File: config.mk
export PLATFORM = sky130hd
export DESIGN_NAME = rf_write_arbiter
export DESIGN_NICKNAME = d
export VERILOG_FILES = /design/src/rtl/rf_write_arbiter.sv
export SDC_FILE = /design/constraint.sdc
export NUM_CORES = 1
export LEC_CHECK = 0
export ABC_AREA = 1
export CORE_ASPECT_RATIO = 0.5
export CORE_MARGIN = 2
export CORE_UTILIZATION = 42
export CTS_CLUSTER_SIZE = 25
export DETAILED_ROUTE_END_ITERATION = 16
export PLACE_DENSITY = 0.87
export SETUP_SLACK_MARGIN = 0.4
export SLEW_MARGIN = 0
export SYNTH_ARGS = -nofsm -noshare
export SYNTH_HDL_FRONTEND = slang
export SYNTH_SLANG_ARGS = --single-unit
export TNS_END_PERCENT = 20
File: constraint.sdc
create_clock -name clk -period 1.9 [get_ports clk]
set_input_delay 0.475 -clock clk [delete_from_list [all_inputs] [get_ports clk]]
set_output_delay 0.475 -clock clk [all_outputs]
set_load 0.03 [all_outputs]
File: src/rtl/rf_write_arbiter.sv
// rtl/rf_write_arbiter.sv - shares the register-file write port between writeback and a queued long-latency unit
module rf_write_arbiter #(
    parameter int DEPTH        = 2,
    parameter int STARVE_LIMIT = 4
) (
    input  logic        clk,
    input  logic        rst,
    input  logic        wbEn,
    input  logic [2:0]  wbRegSel,
    input  logic [15:0] wbData,
    input  logic        lngValid,
    input  logic [2:0]  lngRegSel,
    input  logic [15:0] lngData,
    output logic        lngReady,
    output logic        rfWriteEn,
    output logic [2:0]  rfWriteRegSel,
    output logic [15:0] rfWriteData,
    output logic [7:0]  pendingRegs,
    output logic        stallPipe,
    output logic        err
);

    localparam int PW = (DEPTH > 1) ? $clog2(DEPTH) : 1;
    localparam int CW = PW + 1;

    logic [2:0]    fifo_reg  [DEPTH];
    logic [15:0]   fifo_data [DEPTH];
    logic [PW-1:0] rd_ptr;
    logic [PW-1:0] wr_ptr;
    logic [CW-1:0] count;
    logic [3:0]    starve_cnt;
    logic          err_q;

    logic empty;
    logic full;
    logic push;
    logic pop;

    assign empty     = (count == '0);
    assign full      = (count == CW'(DEPTH));
    assign lngReady  = ~full;
    assign push      = lngValid & ~full;
    assign stallPipe = (starve_cnt == 4'(STARVE_LIMIT));
    assign err       = err_q;

    // wb has priority unless the starvation counter has forced a drain cycle
    always_comb begin
        rfWriteEn     = 1'b0;
        rfWriteRegSel = 3'd0;
        rfWriteData   = 16'd0;
        pop           = 1'b0;
        if (!stallPipe && wbEn) begin
            rfWriteEn     = 1'b1;
            rfWriteRegSel = wbRegSel;
            rfWriteData   = wbData;
        end else if (!empty) begin
            rfWriteEn     = 1'b1;
            rfWriteRegSel = fifo_reg[rd_ptr];
            rfWriteData   = fifo_data[rd_ptr];
            pop           = 1'b1;
        end
    end

    always_comb begin
        pendingRegs = 8'd0;
        for (int k = 0; k < DEPTH; k++) begin
            if (CW'(k) < count) begin
                pendingRegs[fifo_reg[rd_ptr + PW'(k)]] = 1'b1;
            end
        end
    end

    always_ff @(posedge clk) begin
        if (push) begin
            fifo_reg[wr_ptr]  <= lngRegSel;
            fifo_data[wr_ptr] <= lngData;
        end
    end

    always_ff @(posedge clk) begin
        if (rst) begin
            rd_ptr     <= '0;
            wr_ptr     <= '0;
            count      <= '0;
            starve_cnt <= 4'd0;
            err_q      <= 1'b0;
        end else begin
            if (push) begin
                wr_ptr <= wr_ptr + 1'b1;
            end
            if (pop) begin
                rd_ptr <= rd_ptr + 1'b1;
            end
            case ({push, pop})
                2'b10:   count <= count + 1'b1;
                2'b01:   count <= count - 1'b1;
                default: count <= count;
            endcase
            if (pop || empty) begin
                starve_cnt <= 4'd0;
            end else if (wbEn && !stallPipe) begin
                starve_cnt <= starve_cnt + 4'd1;
            end
            // dropped wb write, or wb overtaking a queued write to the same register
            if (wbEn && (stallPipe || pendingRegs[wbRegSel])) begin
                err_q <= 1'b1;
            end
        end
    end

endmodule

# Word-level counts from Yosys, hierarchy flattened
# Memory sizes are Yosys's and may differ from the RTL's. A register that Yosys moved wholly into a read port is not among the register bits.
# Index checks and enable logic that the tools add are counted.
[word_totals]
reg_bits = 9
memories = 2
inputBits = 42
out_inout_bits = 31
ramBits = 38
latch_bits = 0
word_cells = 58
romBits = 0
[memory_table]
columns = ["name", "depth", "word_bits", "rd", "rd_clocked_by_memory_dff", "write_ports", "line_no", "source"]
rows = [
  ["fifo_data", 2, 16, 1, 1, 1, "27", "logic [15:0] fifo_data [DEPTH];"],
  ["fifo_reg", 2, 3, 2, 1, 1, "26", "logic [2:0] fifo_reg [DEPTH];"],
]
[classes]
multipliers = 0
muxes = 22
n_shift = 0
add_sub_neg = 5
n_div = 0
bitwise_logic = 3
n_reduce_logical = 10
order_cmp = 7
eq_ne = 4
[op_table]
columns = ["cell", "count"]
rows = [
  ["16-bit 2-to-1 mux", 2],
  ["8-bit 2-to-1 mux", 2],
  ["3-bit by 4-bit less-than comparator with 1-bit output (second input constant)", 3],
  ["1-bit 2-to-1 mux", 12],
  ["8-bit OR", 1],
  ["1-bit demux with 3-bit select", 2],
  ["3-bit by 1-bit >= comparator with 1-bit output (second input constant)", 2],
  ["3-bit 2-to-1 mux", 2],
  ["4-bit by 1-bit adder with 4-bit output (second input constant)", 1],
  ["2-bit == test (second input constant)", 2],
  ["4-bit by 3-bit == test with 1-bit output (second input constant)", 1],
  ["1-bit logical AND", 4],
  ["1-bit by 2-bit less-than comparator with 1-bit output (first input constant)", 2],
  ["2-bit case mux with 2 select lines", 1],
  ["1-bit binary-select mux with 3-bit select", 1],
  ["1-bit adder (second input constant)", 2],
  ["2-bit by 1-bit adder with 2-bit output (second input constant)", 1],
  ["2-bit by 1-bit == test with 1-bit output (second input constant)", 1],
  ["2-bit logical NOT", 1],
  ["1-bit logical OR", 2],
  ["2-bit nonzero test", 1],
  ["2-bit OR reduction", 1],
  ["2-bit by 1-bit subtractor with 2-bit output (second input constant)", 1],
  ["1-bit bitwise AND", 1],
  ["2 further kinds", 2],
]

# Longest topological paths before layout
# Gate-level depths: netlist (run 1).
# An unclocked memory read counts as a cell.
[logic_depth]
depth_word = 12
mapped_depth = 13

# Least setup slack after synthesis (run 1)
# Ideal clock, no wire load.
[synth_timing]
kind = "reg-to-output"
start = "register starve_cnt[0]"
end = "output rfWriteData[0]"
setup_slack_ns = -0.806
stages_incl_launch_ff = 11
path_buffers = 0
arrival_time_ns = 2.231
cell_sequence = "dfxtp_1 > inv_1 > ha_1 > nand2_1 > nor2_1 > inv_1 > nand2_4 > inv_2 > nor2_4 > inv_2 > o21ai_0"
[synth_between]
elab_chain_len = 4
[synth_rtl]
columns = ["element", "line_no", "source"]
rows = [
  ["start, declared", "31", "logic [3:0] starve_cnt;"],
  ["start signal, assigned", "102", "starve_cnt <= starve_cnt + 4'd1;"],
  ["4-bit by 3-bit == test with 1-bit output", "43", "assign stallPipe = (starve_cnt == 4'(STARVE_LIMIT));"],
  ["named net stallPipe", "19", "output logic stallPipe,"],
  ["1-bit logical NOT", "52", "if (!stallPipe && wbEn) begin"],
  ["1-bit logical AND", "52", ""],
  ["16-bit 2-to-1 mux", "52", ""],
  ["end, declared", "17", "output logic [15:0] rfWriteData,"],
]
# The timed path passes the listed nets, and every way through them passes these cells.

# Final worst setup path (run 1)
[layout_timing]
start = "register starve_cnt[1]"
end = "output rfWriteRegSel[2]"
[layout_between]
elab_chain_len = 4
[layout_rtl]
columns = ["element", "line_no", "source"]
rows = [
  ["4-bit by 3-bit == test with 1-bit output", "43", ""],
  ["1-bit logical NOT", "52", ""],
  ["1-bit logical AND", "52", ""],
  ["3-bit 2-to-1 mux", "52", ""],
  ["end, declared", "16", "output logic [2:0] rfWriteRegSel,"],
]
# Every way passes these cells.

==> metrics, run 1 <==
H-Tree Depth 2; Cells after Synth 246; Power per Cell Area between 1000 and 1500 nW/um^2; Net Count, Synth 294; count of hold buffers inserted by post-cts repair 0; combinational family with the most area after synthesis simple AND/OR/NAND/NOR gates; net total in the final layout 394; simple-gate share of the synthesized area 19.8%; clock tree buffer depth 2; data arrival time of the critical path 1770 ps; initial antenna violation count 0; total of max-cap violations 0; total of fill cells in the finished design roughly 340; share of the core filled with cells between 70% and 80%; largest area contributor in the synthesized netlist sky130_fd_sc_hd__edfxtp_1; slew of the pin with the lowest slew margin ~330 ps; outcome finished, violations left; library cells used by synthesis 26; most frequent cells after synthesis sky130_fd_sc_hd__nand2_1 (77), sky130_fd_sc_hd__edfxtp_1 (38), sky130_fd_sc_hd__inv_1 (19); Yosys Warn Count 0; clock period minus final worst setup slack around 2200 ps; RSZ-0062 raised after global routing true; height of the chip 57.5 um; final setup fails 28; total core area 5490 sq um; share of the synthesized netlist area taken by xor and xnor gates 1.46%; Worst slew margin 77.1%; Cell Count Post-Placement 410; maximum number of pins on one net before global-route repair 18; Main synth FF type sky130_fd_sc_hd__edfxtp_1; total global routing track utilization about a fifth; number of global-route vias before repair around 2200; routed wirelength normalized by instance count about 15 um; sequential element share of the synthesized area a little under three fifths; count of standard-cell rows 19; adder-cell share of the synthesized area about 3.1%; Placed Instance Area approximately 3500 sq um; Post-Route WL roughly 6400 um; sinks on the clock net 48; clock input transition at the sequential cells of the worst setup and hold paths roughly 60 ps; number of antenna cells inserted 0; HPWL Detailed approximately 4600 um; RePlAce Congestion 0.844; first-pass GRT wire length between 10000 and 15000 um; mean number of vias per cell around 4.9; Leak Pwr 0.00156 uW; cell area after layout slightly below 4000 sq um; CTS root buffer sky130_fd_sc_hd__clkbuf_16; IO buf count roughly 70; period utilisation layout 118%; overall die width between 100 and 150 um; clock tree from TritonCTS yes; Critical Path Start Type register; Worst Hold Class reg -> reg; Worst Setup Path Type reg -> out; reg-to-reg slack, setup around 240 ps; Final Slew Violations 0; maximum clock frequency around 450 MHz; source-to-sink clock delay at the later pin of the worst-skew pair roughly 280 ps; endpoint class of the critical path primary output; via count of the routed design approximately 2100; number of remaining DRC errors 0; Worst Slack Setup Final -345 ps; synthesized-area fraction occupied by ao, oa, aoi and oai cells 7.86%; async set or reset register ratio after synthesis 0%; 1st-iter DRT viols about 110; setup slack at placement -336 ps; dominant cell by count in the synthesized netlist sky130_fd_sc_hd__nand2_1; share of cells above drive strength 1 35.2%; multiplexer share of the synthesized area 6.66%; initial cell density of the core between 40% and 50%; share of the synthesized area in the top cell type a little under half; Routed Antenna Nets 0; synthesized area per cell between 9 and 10 sq um; top-level port count 73; biggest fanout along the worst timing path 5; final cell count without fillers 420; P&R area growth vs syn 60.2%; Pre-Repair DR Iteration Count 5; number of buffers added by the clock tree synthesis step 5; power consumption approximately 4600 uW; maximum resistive drop on vdd just under 0.6 mV; final hold vios 0; ranking of synthesized cells by area sky130_fd_sc_hd__edfxtp_1 (47%), sky130_fd_sc_hd__nand2_1 (12%), sky130_fd_sc_hd__dfxtp_1 (8.3%); failing checks negative setup slack; data required time of the critical path approximately 1400 ps; DIE AREA 6380 sq um; Clock Skews roughly 4.6 ps; max FFs per register 32; total gr overflow 0; combined area of all synthesized cells between 2000 and 2500 sq um; Yosys reg bits 48; number of synthesized flops with an enable pin 38
[path summary, 6_finish.rpt]
check,cells past startpoint,end,from
worst max-delay path,12,rfWriteRegSel[2],starve_cnt[1]
worst min-delay path,2,err,err
worst max register to register,13,count[1],starve_cnt[1]
worst min register to register,2,err,err
[where the power goes]
part,internal [uW],switching (uW),total (uW)
clock,482,352,834
sequential,1320,89.3,1410
combinational,993,1320,2320
[cell usage in the layout, fill, tap and decap left out, drive strengths merged, types with 2 or more instances in the layout]
master         count
a21oi              7
buf               56
clkbuf             6
clkdlybuf4s50     40
clkinvlp           2
dfxtp             10
edfxtp            38
ha                 6
inv               23
mux2i             16
nand2             80
nand3             14
nor2              20
o21ai             20
o22ai              2
xor2               3
[cell type report]
| cell class | instances | area [sq um] | share of cell area [%] |
|---|---|---|---|
| Multi-Input combinational cell | 170 | 1170 | 30.3 |
| Clock inverter | 3 | 18.8 | 0.487 |
| Timing Repair Buffer | 98 | 1000 | 26.0 |
| Tap cell | 73 | 91.3 | 2.37 |
| Sequential cell | 48 | 1350 | 35.1 |
| Inverter | 23 | 96.3 | 2.50 |
| Clock buffer | 5 | 125 | 3.25 |
[routing by layer]
metal	vias up	global-route usage (%)	wire length [um]
li1	1025	-	-
met1	970	22.3	2500
met2	64	39.2	3500
met3	12	3.40	259
met4	0	9.11	128
met5	-	0	0
[worst max-delay path: stages, from the launching register on]
cell	delay, ps
sky130_fd_sc_hd__dfxtp_2	320
sky130_fd_sc_hd__inv_2	60
sky130_fd_sc_hd__ha_4	140
sky130_fd_sc_hd__nand2_4	50
sky130_fd_sc_hd__nor2_4	100
sky130_fd_sc_hd__inv_2	60
sky130_fd_sc_hd__nand2_4	80
sky130_fd_sc_hd__inv_6	40
sky130_fd_sc_hd__nor2_4	120
sky130_fd_sc_hd__inv_4	80
sky130_fd_sc_hd__buf_4	160
sky130_fd_sc_hd__o22ai_4	120
sky130_fd_sc_hd__buf_6	150
[stage by stage]
step                hold WS (ps)  setup TNS (ps)
CTS                          488           -7240
global route                 520           -8910
floorplan                    419           -4820
detailed placement           477           -6070
global placement             462           -5540
finish                       486           -6870
[kinds of logic (layout without fill, tap and decap cells)]
logic type      count (synthesis)  in the layout
compound gates                 29             29
xor+xnor                        4              4
fa+ha+maj                       6              6
buf+inv                        28            129
flops                          48             48
mux                            16             16
simple gates                  115            115
[what timing repair did]
action | 4_1_cts | 5_1_grt
gates resized for setup | 53 | 13
pin swaps | 11 | 3
endpoints found under the setup margin | 53 | 74
gates cloned | 0 | 0
hold endpoints to repair | 0 | 0
setup buffers | 2 | 0
Power figures use the tool's default switching activity.
==> inputs of run 2 (changes only) <==
- CAP_MARGIN: unset -> 20
- MAX_ROUTING_LAYER: unset -> met4
==> run 2 against run 1 <==
The flow still finishes with violations (negative setup slack). Sequential power about the same. Register-to-register slack hardly changed. Sequential share of layout area rose by 0.49 points. Critical path depth unchanged.
==> metrics, run 2 (synthesized netlist as in run 1, its figures left out) <==
initial antenna violation count 0 (unchanged); Routed Antenna Nets 0 (unchanged); number of buffers added by the clock tree synthesis step 5 (unchanged); Post-Route WL 6430 um (was 6390 um); HPWL Detailed 4620 um (was 4640 um); power consumption 4460 uW (was 4560 uW); clock input transition at the sequential cells of the worst setup and hold paths 60 ps (about the same); biggest fanout along the worst timing path 6 (was 5); net total in the final layout 394 (unchanged); Critical Path Start Type register (unchanged); total of fill cells in the finished design 353 (was 344); Final Slew Violations 0 (unchanged); data required time of the critical path 1420 ps (about the same); CTS root buffer sky130_fd_sc_hd__clkbuf_16 (unchanged); final hold vios 0 (unchanged); top-level port count 73 (unchanged); 1st-iter DRT viols 121 (was 108); Leak Pwr 0.00155 uW (was 0.00156 uW); setup slack at placement -354 ps (was -336 ps); max FFs per register 32 (unchanged); RePlAce Congestion 0.840 (was 0.844); total global routing track utilization 21.1% (was 20.2%); share of cells above drive strength 1 32.3% (was 35.2%); slew of the pin with the lowest slew margin 322 ps (was 334 ps); routed wirelength normalized by instance count 15.3 um (was 15.2 um); most common cell after layout, fill and taps aside sky130_fd_sc_hd__nand2_1 (unchanged); total of max-cap violations 0 (unchanged); total gr overflow 0 (unchanged); Pre-Repair DR Iteration Count 4 (was 5); data arrival time of the critical path 1740 ps (was 1770 ps); count of standard-cell rows 19 (unchanged); Clock Skews 4.81 ps (was 4.61 ps); period utilisation layout 116% (was 118%); sequential standard cell area 1350 sq um (about the same); area of combinational cells with multiple inputs 1140 sq um (was 1170 sq um); maximum resistive drop on vdd 0.560 mV (was 0.588 mV); final setup fails 28 (unchanged); DIE AREA 6380 sq um (unchanged); maximum clock frequency 452 MHz (was 445 MHz); source-to-sink clock delay at the later pin of the worst-skew pair 290 ps (was 280 ps); Worst Hold Class reg -> reg (unchanged); Worst slew margin 77.9% (was 77.1%); clock period minus final worst setup slack 2210 ps (was 2240 ps); maximum number of pins on one net before global-route repair 18 (unchanged); number of antenna cells inserted 0 (unchanged); RSZ-0062 raised after global routing true (unchanged); clock tree from TritonCTS yes (unchanged); via count of the routed design 2085 (was 2071); initial cell density of the core 43.8% (unchanged); IO buf count 72 (unchanged); first-pass GRT wire length 10200 um (was 10100 um); total core area 5490 sq um (unchanged); final cell count without fillers 420 (unchanged); P&R area growth vs syn 57.4% (was 60.2%); most frequent cells in the layout sky130_fd_sc_hd__nand2_1 (74), sky130_fd_sc_hd__clkdlybuf4s50_1 (40), sky130_fd_sc_hd__edfxtp_1 (38), sky130_fd_sc_hd__buf_4 (28), sky130_fd_sc_hd__buf_6 (25) (was sky130_fd_sc_hd__nand2_1 (71), sky130_fd_sc_hd__clkdlybuf4s50_1 (40), sky130_fd_sc_hd__edfxtp_1 (38), sky130_fd_sc_hd__buf_6 (32), sky130_fd_sc_hd__buf_4 (20)); endpoint class of the critical path primary output (unchanged); number of remaining DRC errors 0 (unchanged); failing checks negative setup slack (unchanged); outcome finished, violations left (unchanged); overall die width 111 um (unchanged); number of global-route vias before repair 2092 (was 2224); Worst Setup Path Type reg -> out (unchanged); height of the chip 57.5 um (unchanged); Power per Cell Area 1180 nW/um^2 (about the same); sinks on the clock net 48 (unchanged); mean number of vias per cell 4.96 (was 4.93); Worst Slack Setup Final -312 ps (was -345 ps); clock tree buffer depth 2 (unchanged); Cell Count Post-Placement 411 (was 410); H-Tree Depth 2 (unchanged)
[run 2: cell counts in the layout (fill, tap and decap cells not counted)]
Identical to the previous run, type by type.
[run 2: worst paths after layout]
| kind | startpoint | to | slack, ps | cells after the start |
|---|---|---|---|---|
| min | err | err | 490 | 2 |
| min reg2reg | err | err | 490 | 2 |
| max reg2reg | count[0] | err | 240 | 13 |
| max | starve_cnt[1] | rfWriteData[6] | -310 | 12 |
[run 2: area by class of cell]
cell class / count / area share [%]
Clock buffer: 5 / 3.31
Sequential cell: 48 / 35.6
Multi-Input combinational cell: 170 / 30.3
Inverter: 23 / 2.55
Clock inverter: 3 / 0.496
Tap cell: 73 / 2.41
Timing Repair Buffer: 98 / 25.4
[run 2: timing repair]
item / in CTS / in global routing
hold buffers: 0 / 0
resized for setup: 33 / 13
setup endpoints to repair: 35 / 75
pin swaps: 3 / 1
setup buffers: 1 / 0
[run 2: power by group]
group,leakage (uW),internal (uW),total [uW],switching (uW)
Clock,0.0000635,482,844,362
Sequential,0.000438,1310,1400,84.0
Combinational,0.00105,921,2220,1290
Total,0.00155,2710,4460,1740
[run 2: critical path, stage by stage (launching register included)]
cell and delay [ps]:
sky130_fd_sc_hd__dfxtp_2 320, sky130_fd_sc_hd__inv_2 60, sky130_fd_sc_hd__ha_4 120, sky130_fd_sc_hd__nand2_2 60, sky130_fd_sc_hd__nor2_4 90, sky130_fd_sc_hd__inv_2 60
sky130_fd_sc_hd__nand2_4 80, sky130_fd_sc_hd__inv_6 40, sky130_fd_sc_hd__nor2_4 100, sky130_fd_sc_hd__inv_4 80, sky130_fd_sc_hd__buf_8 140, sky130_fd_sc_hd__o21ai_4 140
sky130_fd_sc_hd__buf_6 160
[run 2: routing by layer]
layer / part of all wire (%) / vias to the layer above / track usage, %
met3: 4.8 / 7 / 3.93
met2: 55 / 70 / 39.3
li1: - / 1020 / -
met1: 40 / 988 / 24.0
met5: 0 / - / -
met4: 0.93 / 0 / 5.36
[run 2: stage by stage]
stage          utilization (%)  hold WS [ps]  cell area (sq um)  TNS [ps]
2_1_floorplan                -           419               2570     -4820
3_3_place_gp              63.2           463               3470     -5590
3_5_place_dp              63.2           475               3470     -6100
4_1_cts                   68.4           487               3750     -7270
5_1_grt                   68.9           518               3780     -9320
6_report                  68.9           490               3780     -6700
==> inputs of run 3 (changes only) <==
- HOLD_SLACK_MARGIN: unset -> 0.08
==> results of run 3 <==
Same layout as run 2: the final DEF is identical, and so are final timing and power.
